[config.mk]
export PLATFORM = sky130hd
export DESIGN_NAME = tdm_mux_8_to_1
export DESIGN_NICKNAME = d
export VERILOG_FILES = /design/src/rtl/tdm_pkg.sv /design/src/rtl/tdm_frame_counter.sv /design/src/rtl/tdm_mux_8_to_1.sv
export SDC_FILE = /design/constraint.sdc
export NUM_CORES = 1
export LEC_CHECK = 0
export BUFFER_PORTS_ARGS = -buffer_cell sky130_fd_sc_hd__buf_2
export CORE_ASPECT_RATIO = 0.7
export CORE_MARGIN = 4
export CORE_UTILIZATION = 26
export CTS_CLUSTER_DIAMETER = 40
export CTS_CLUSTER_SIZE = 10
export DETAILED_ROUTE_END_ITERATION = 10
export PLACE_DENSITY = 0.49
export SYNTH_ARGS = -nofsm -noshare
export SYNTH_HDL_FRONTEND = slang
export SYNTH_SLANG_ARGS = --single-unit
[constraint.sdc]
create_clock -name CLK -period 3.8 [get_ports CLK]
set_clock_uncertainty 0.1 [all_clocks]
set_input_delay 0 -clock CLK [delete_from_list [all_inputs] [get_ports CLK]]
set_output_delay 0 -clock CLK [all_outputs]
set_load 0.01 [all_outputs]
[src/rtl/tdm_pkg.sv]
// Shared definitions for the TDM channel link (transmit mux and receive deframer).
// Channel count, index width and the frame-start index live here.
package tdm_pkg;

  localparam int TDM_NUM_CH = 8;
  localparam int TDM_SEL_W  = 3;

  typedef logic [TDM_SEL_W-1:0] tdm_idx_t;

  localparam tdm_idx_t CH_FIRST = 3'd0;

endpackage

[src/rtl/tdm_frame_counter.sv]
// Modulo-NUM_CH frame counter with enable and synchronous frame restart.
// Exposes the effective channel index k for this cycle and a first-channel flag.
module tdm_frame_counter
  import tdm_pkg::*;
#(
  parameter int NUM_CH = TDM_NUM_CH,
  parameter int SEL_W  = TDM_SEL_W
) (
  input  logic             clk,
  input  logic             rst_n,
  input  logic             en,
  input  logic             sync,
  output logic [SEL_W-1:0] k,
  output logic             first
);

  logic [SEL_W-1:0] cnt_r;
  logic [SEL_W-1:0] cnt_s;
  logic [SEL_W-1:0] k_s;

  // Effective index: SYNC forces channel 0 for this cycle.
  always_comb begin
    k_s = cnt_r;
    if (sync) begin
      k_s = SEL_W'(CH_FIRST);
    end else begin
      k_s = cnt_r;
    end
  end

  // Next count: advance on enable, wrap after the last channel.
  always_comb begin
    cnt_s = cnt_r;
    if (en) begin
      if (k_s == SEL_W'(NUM_CH - 1)) begin
        cnt_s = SEL_W'(CH_FIRST);
      end else begin
        cnt_s = k_s + SEL_W'(1);
      end
    end else begin
      cnt_s = cnt_r;
    end
  end

  // Counter state register.
  always_ff @(posedge clk or negedge rst_n) begin
    if (!rst_n) begin
      cnt_r <= SEL_W'(CH_FIRST);
    end else begin
      cnt_r <= cnt_s;
    end
  end

  assign k     = k_s;
  assign first = (k_s == SEL_W'(CH_FIRST));

endmodule

[src/rtl/tdm_mux_8_to_1.sv]
// Transmit side of the TDM link: snapshots NUM_CH parallel bits once per frame
// and serialises them onto Y with channel index S and frame-start marker FS.
module tdm_mux_8_to_1
  import tdm_pkg::*;
#(
  parameter int NUM_CH = TDM_NUM_CH,
  parameter int SEL_W  = TDM_SEL_W
) (
  input  logic              CLK,
  input  logic              RST_N,
  input  logic              EN,
  input  logic              SYNC,
  input  logic [NUM_CH-1:0] D,
  output logic              Y,
  output logic [SEL_W-1:0]  S,
  output logic              FS,
  output logic              VALID
);

  logic [SEL_W-1:0]  k_s;
  logic              first_s;
  logic [NUM_CH-1:0] snap_r, snap_s;
  logic              y_r, y_s;
  logic [SEL_W-1:0]  s_r, s_s;
  logic              fs_r, fs_s;
  logic              valid_r, valid_s;

  tdm_frame_counter #(
    .NUM_CH (NUM_CH),
    .SEL_W  (SEL_W)
  ) u_frame_counter (
    .clk   (CLK),
    .rst_n (RST_N),
    .en    (EN),
    .sync  (SYNC),
    .k     (k_s),
    .first (first_s)
  );

  // Output selection; channel 0 takes D live so it matches the fresh snapshot.
  always_comb begin
    snap_s  = snap_r;
    y_s     = y_r;
    s_s     = s_r;
    fs_s    = 1'b0;
    valid_s = 1'b0;
    if (EN) begin
      valid_s = 1'b1;
      s_s     = k_s;
      if (first_s) begin
        snap_s = D;
        y_s    = D[0];
        fs_s   = 1'b1;
      end else begin
        y_s    = snap_r[k_s];
        fs_s   = 1'b0;
      end
    end else begin
      snap_s  = snap_r;
      y_s     = y_r;
      s_s     = s_r;
    end
  end

  // Snapshot and output registers.
  always_ff @(posedge CLK or negedge RST_N) begin
    if (!RST_N) begin
      snap_r  <= {NUM_CH{1'b0}};
      y_r     <= 1'b0;
      s_r     <= {SEL_W{1'b0}};
      fs_r    <= 1'b0;
      valid_r <= 1'b0;
    end else begin
      snap_r  <= snap_s;
      y_r     <= y_s;
      s_r     <= s_s;
      fs_r    <= fs_s;
      valid_r <= valid_s;
    end
  end

  assign Y     = y_r;
  assign S     = s_r;
  assign FS    = fs_r;
  assign VALID = valid_r;

endmodule

==> flow_summary_export.csv <==
group,metric,value,unit
synth,synth_fp_nets,75,
placement,placedCellCount,111,
run_status,outcome,"finished, final reports clean",
timing,tns,0,ns
final_layout,syn_to_final_growth,32.6,%
power_and_ir_drop,p_switching,0.135,mW
timing,relSlewSlack,0.749,
power_and_ir_drop,power_leakage,0.489,nW
worst_setup_path,worst_setup_path_end_kind,"flip-flop",
final_layout,post-route-util,0.364,
timing,slew_violations,0,
die,initial_core_util,0.274,
die,die_area,0.00393,mm2
die,num_rows,16,
global_route,overflow,0,
route,wl_per_cell,10.9,um
final_layout,layoutNonFillerInstCount,125,
synth,synthDistinctLibCells,25,
cts,cts.path.max_buffers,2,
worst_setup_path,worstPathMaxFanout,10,
route,drt_first_pass_iters,3,
cts,cts_buffers,3,
power_and_ir_drop,clkPwrFrac,0.272,
worst_setup_path,critPathArrivalTime,1.73,ns
route,drtIter0Drc,13,
synth,synthesis.area,774,um2
synth,synth_warnings,0,
route,routed_via_density,4.15,
timing,min_period,1.68,ns
synth,synth.ff_latch_count,17,
route,detail-route-antenna-nets,0,
worst_hold_path,hold_path_class,"input port to flip-flop",
power_and_ir_drop,cellPowerDensity,483,mW/mm2
die,io_pins,18,
power_and_ir_drop,p_seq_frac,0.500,
final_layout,drive_gt1_frac,0.382,
timing,grt_setup_unrepaired,"no",
route,wirelength,1370,um
synth,ys_seq_area_frac,0.549,
placement,portBuffers,17,
global_route,grt_pass1_vias,518,
route,via_count,519,
die,die_w,73.2,um
synth,avgSynthCellArea,12.7,um2
cts,cts_tree,"yes",
timing,hold_violations,0,
placement,place.gp.congestion,0.720,
final_layout,nFillCells,295,
global_route,grt_usage,0.0841,
global_route,grt_pass1_wl,2420,um
global_route,grt_max_degree,18,
synth,postSynthCellCount,61,
final_layout,nets,104,
final_layout,n_antenna_cell,0,
global_route,antenna_found_initial,0,
power_and_ir_drop,share_comb_of_total_power,0.227,
cts,root_buffer,"clkbuf_8",
worst_setup_path,cp.required,3.85,ns
cts,cts.sinks,17,
flow_run,maxCapViolations,0,
die,die_h,53.7,um
timing,fmax,594,MHz
final_layout,mostFrequentLayoutCells,"dfrtp_1 (17), buf_2 (17), mux2_2 (10), dlygate4sd3_1 (10), inv_1 (5)",
power_and_ir_drop,internal_power,0.361,mW
cts,h-tree-depth,1,
timing,setup_viol,0,
die,core,0.00282,mm2
placement,dp_hpwl,1040,um
cts,cts_resized,0,
timing,tightest_slew,0.368,ns
cts,path_clk_slew,0.06,ns
power_and_ir_drop,p_sw_frac,0.272,
cts,insertion_delay,0.25,ns
worst_setup_path,critPathKind,"flip-flop to flip-flop",
worst_setup_path,start_kind,"flip-flop",
route,drc,0,
timing,post-route-period-util,0.443,
power_and_ir_drop,ir_worst_vdd,0.000192,V
[synth_stat cells]
master,count,area (um2)
buf_4,1,7.51
a21oi_1,1,5.00
nor2_1,2,7.51
o21ai_0,4,20.0
buf_6,1,11.3
o21a_1,1,7.51
and3_4,1,11.3
buf_2,1,5.00
dfrtp_1,17,425
o221ai_1,1,8.76
mux2_2,10,113
a31oi_1,2,12.5
nand2b_1,1,6.26
a2111oi_0,1,8.76
nand2_1,1,3.75
mux2i_1,2,20.0
ha_1,2,25.0
and2_1,1,6.26
or2_2,1,6.26
a22o_1,1,8.76
nand3b_1,1,7.51
nand2b_4,1,13.8
nor2b_1,1,6.26
inv_1,5,18.8
a31o_1,1,8.76
[timing repair]
action	in CTS	in global routing
hold endpoints to repair	30	0
buffers inserted	0	0
endpoints found under the setup margin	0	0
hold buffers	10	0
[flip-flops by register name, summed over array words and instances (netlist names)]
register and flops:
FS 1, S 3, VALID 1, Y 1, snap_r 8, u_frame_counter.cnt_r 3
[critical path: stages (launching register included)]
cell and delay (ns):
dfrtp_1 0.38, inv_1 0.08, nor2_1 0.15, inv_1 0.10, ha_1 0.20, and3_4 0.20, a22o_1 0.19, a31o_1 0.18
[path summary, 6_finish.rpt]
path	startpoint	to	slack (ns)	cells past startpoint
worst max register to register	u_frame_counter.cnt_r[1]	Y	2.12	7
worst max-delay path	u_frame_counter.cnt_r[1]	Y	2.12	7
worst min register to register	S[1]	S[1]	0.38	2
worst min-delay path	SYNC	S[1]	0.04	4
min in group asynchronous	RST_N	FS	0.09	2
max in group asynchronous	RST_N	u_frame_counter.cnt_r[0]	3.25	2
[cell families (layout without fill, tap and decap cells)]
group / count (synthesis) / after routing / synth area share
adders and majority gates: 2 / 2 / 0.0323
muxes: 12 / 12 / 0.171
and+or+nand+nor: 10 / 10 / 0.0889
DFF: 17 / 17 / 0.549
buffers and inverters: 8 / 36 / 0.0549
AOI/OAI and AO/OA: 12 / 12 / 0.103
[power by group through the flow]
stage          Combinational (mW)  Sequential (mW)  Clock (mW)
3_3_place_gp                0.106            0.252           0
6_report                    0.113            0.248       0.135
3_5_place_dp                0.106            0.252           0
5_1_grt                     0.125            0.256       0.152
2_1_floorplan              0.0790            0.247           0
4_1_cts                     0.115            0.249       0.141
[routing by layer]
metal | vias up | share of wire | GRT usage
met5 | - | 0 | 0
met4 | 0 | 0.018 | 0.0368
met2 | 11 | 0.39 | 0.111
met3 | 3 | 0.068 | 0.0466
li1 | 268 | - | -
met1 | 237 | 0.52 | 0.111
[layout make-up]
cell class	instances	area, um2	share of cell area
flip-flops and latches	17	425	0.414
clock buffers	3	41.3	0.0402
multi-input cells	36	307	0.298
clock inverters	1	5.00	0.00487
inverters	5	18.8	0.0183
well taps	36	45.0	0.0438
repair buffers	27	185	0.180
[per-stage QoR]
step	total power, mW	hold WS [ns]	setup slack, ns	cell area, um2
after floorplan	0.326	-0.396	2.20	774
after global placement	0.358	-0.158	2.16	881
after detailed placement	0.359	-0.156	2.13	881
after CTS	0.505	0.0455	2.11	1030
after global routing	0.533	0.0971	2.00	1030
final	0.496	0.0439	2.12	1030
(Power assumes the default switching activity.)
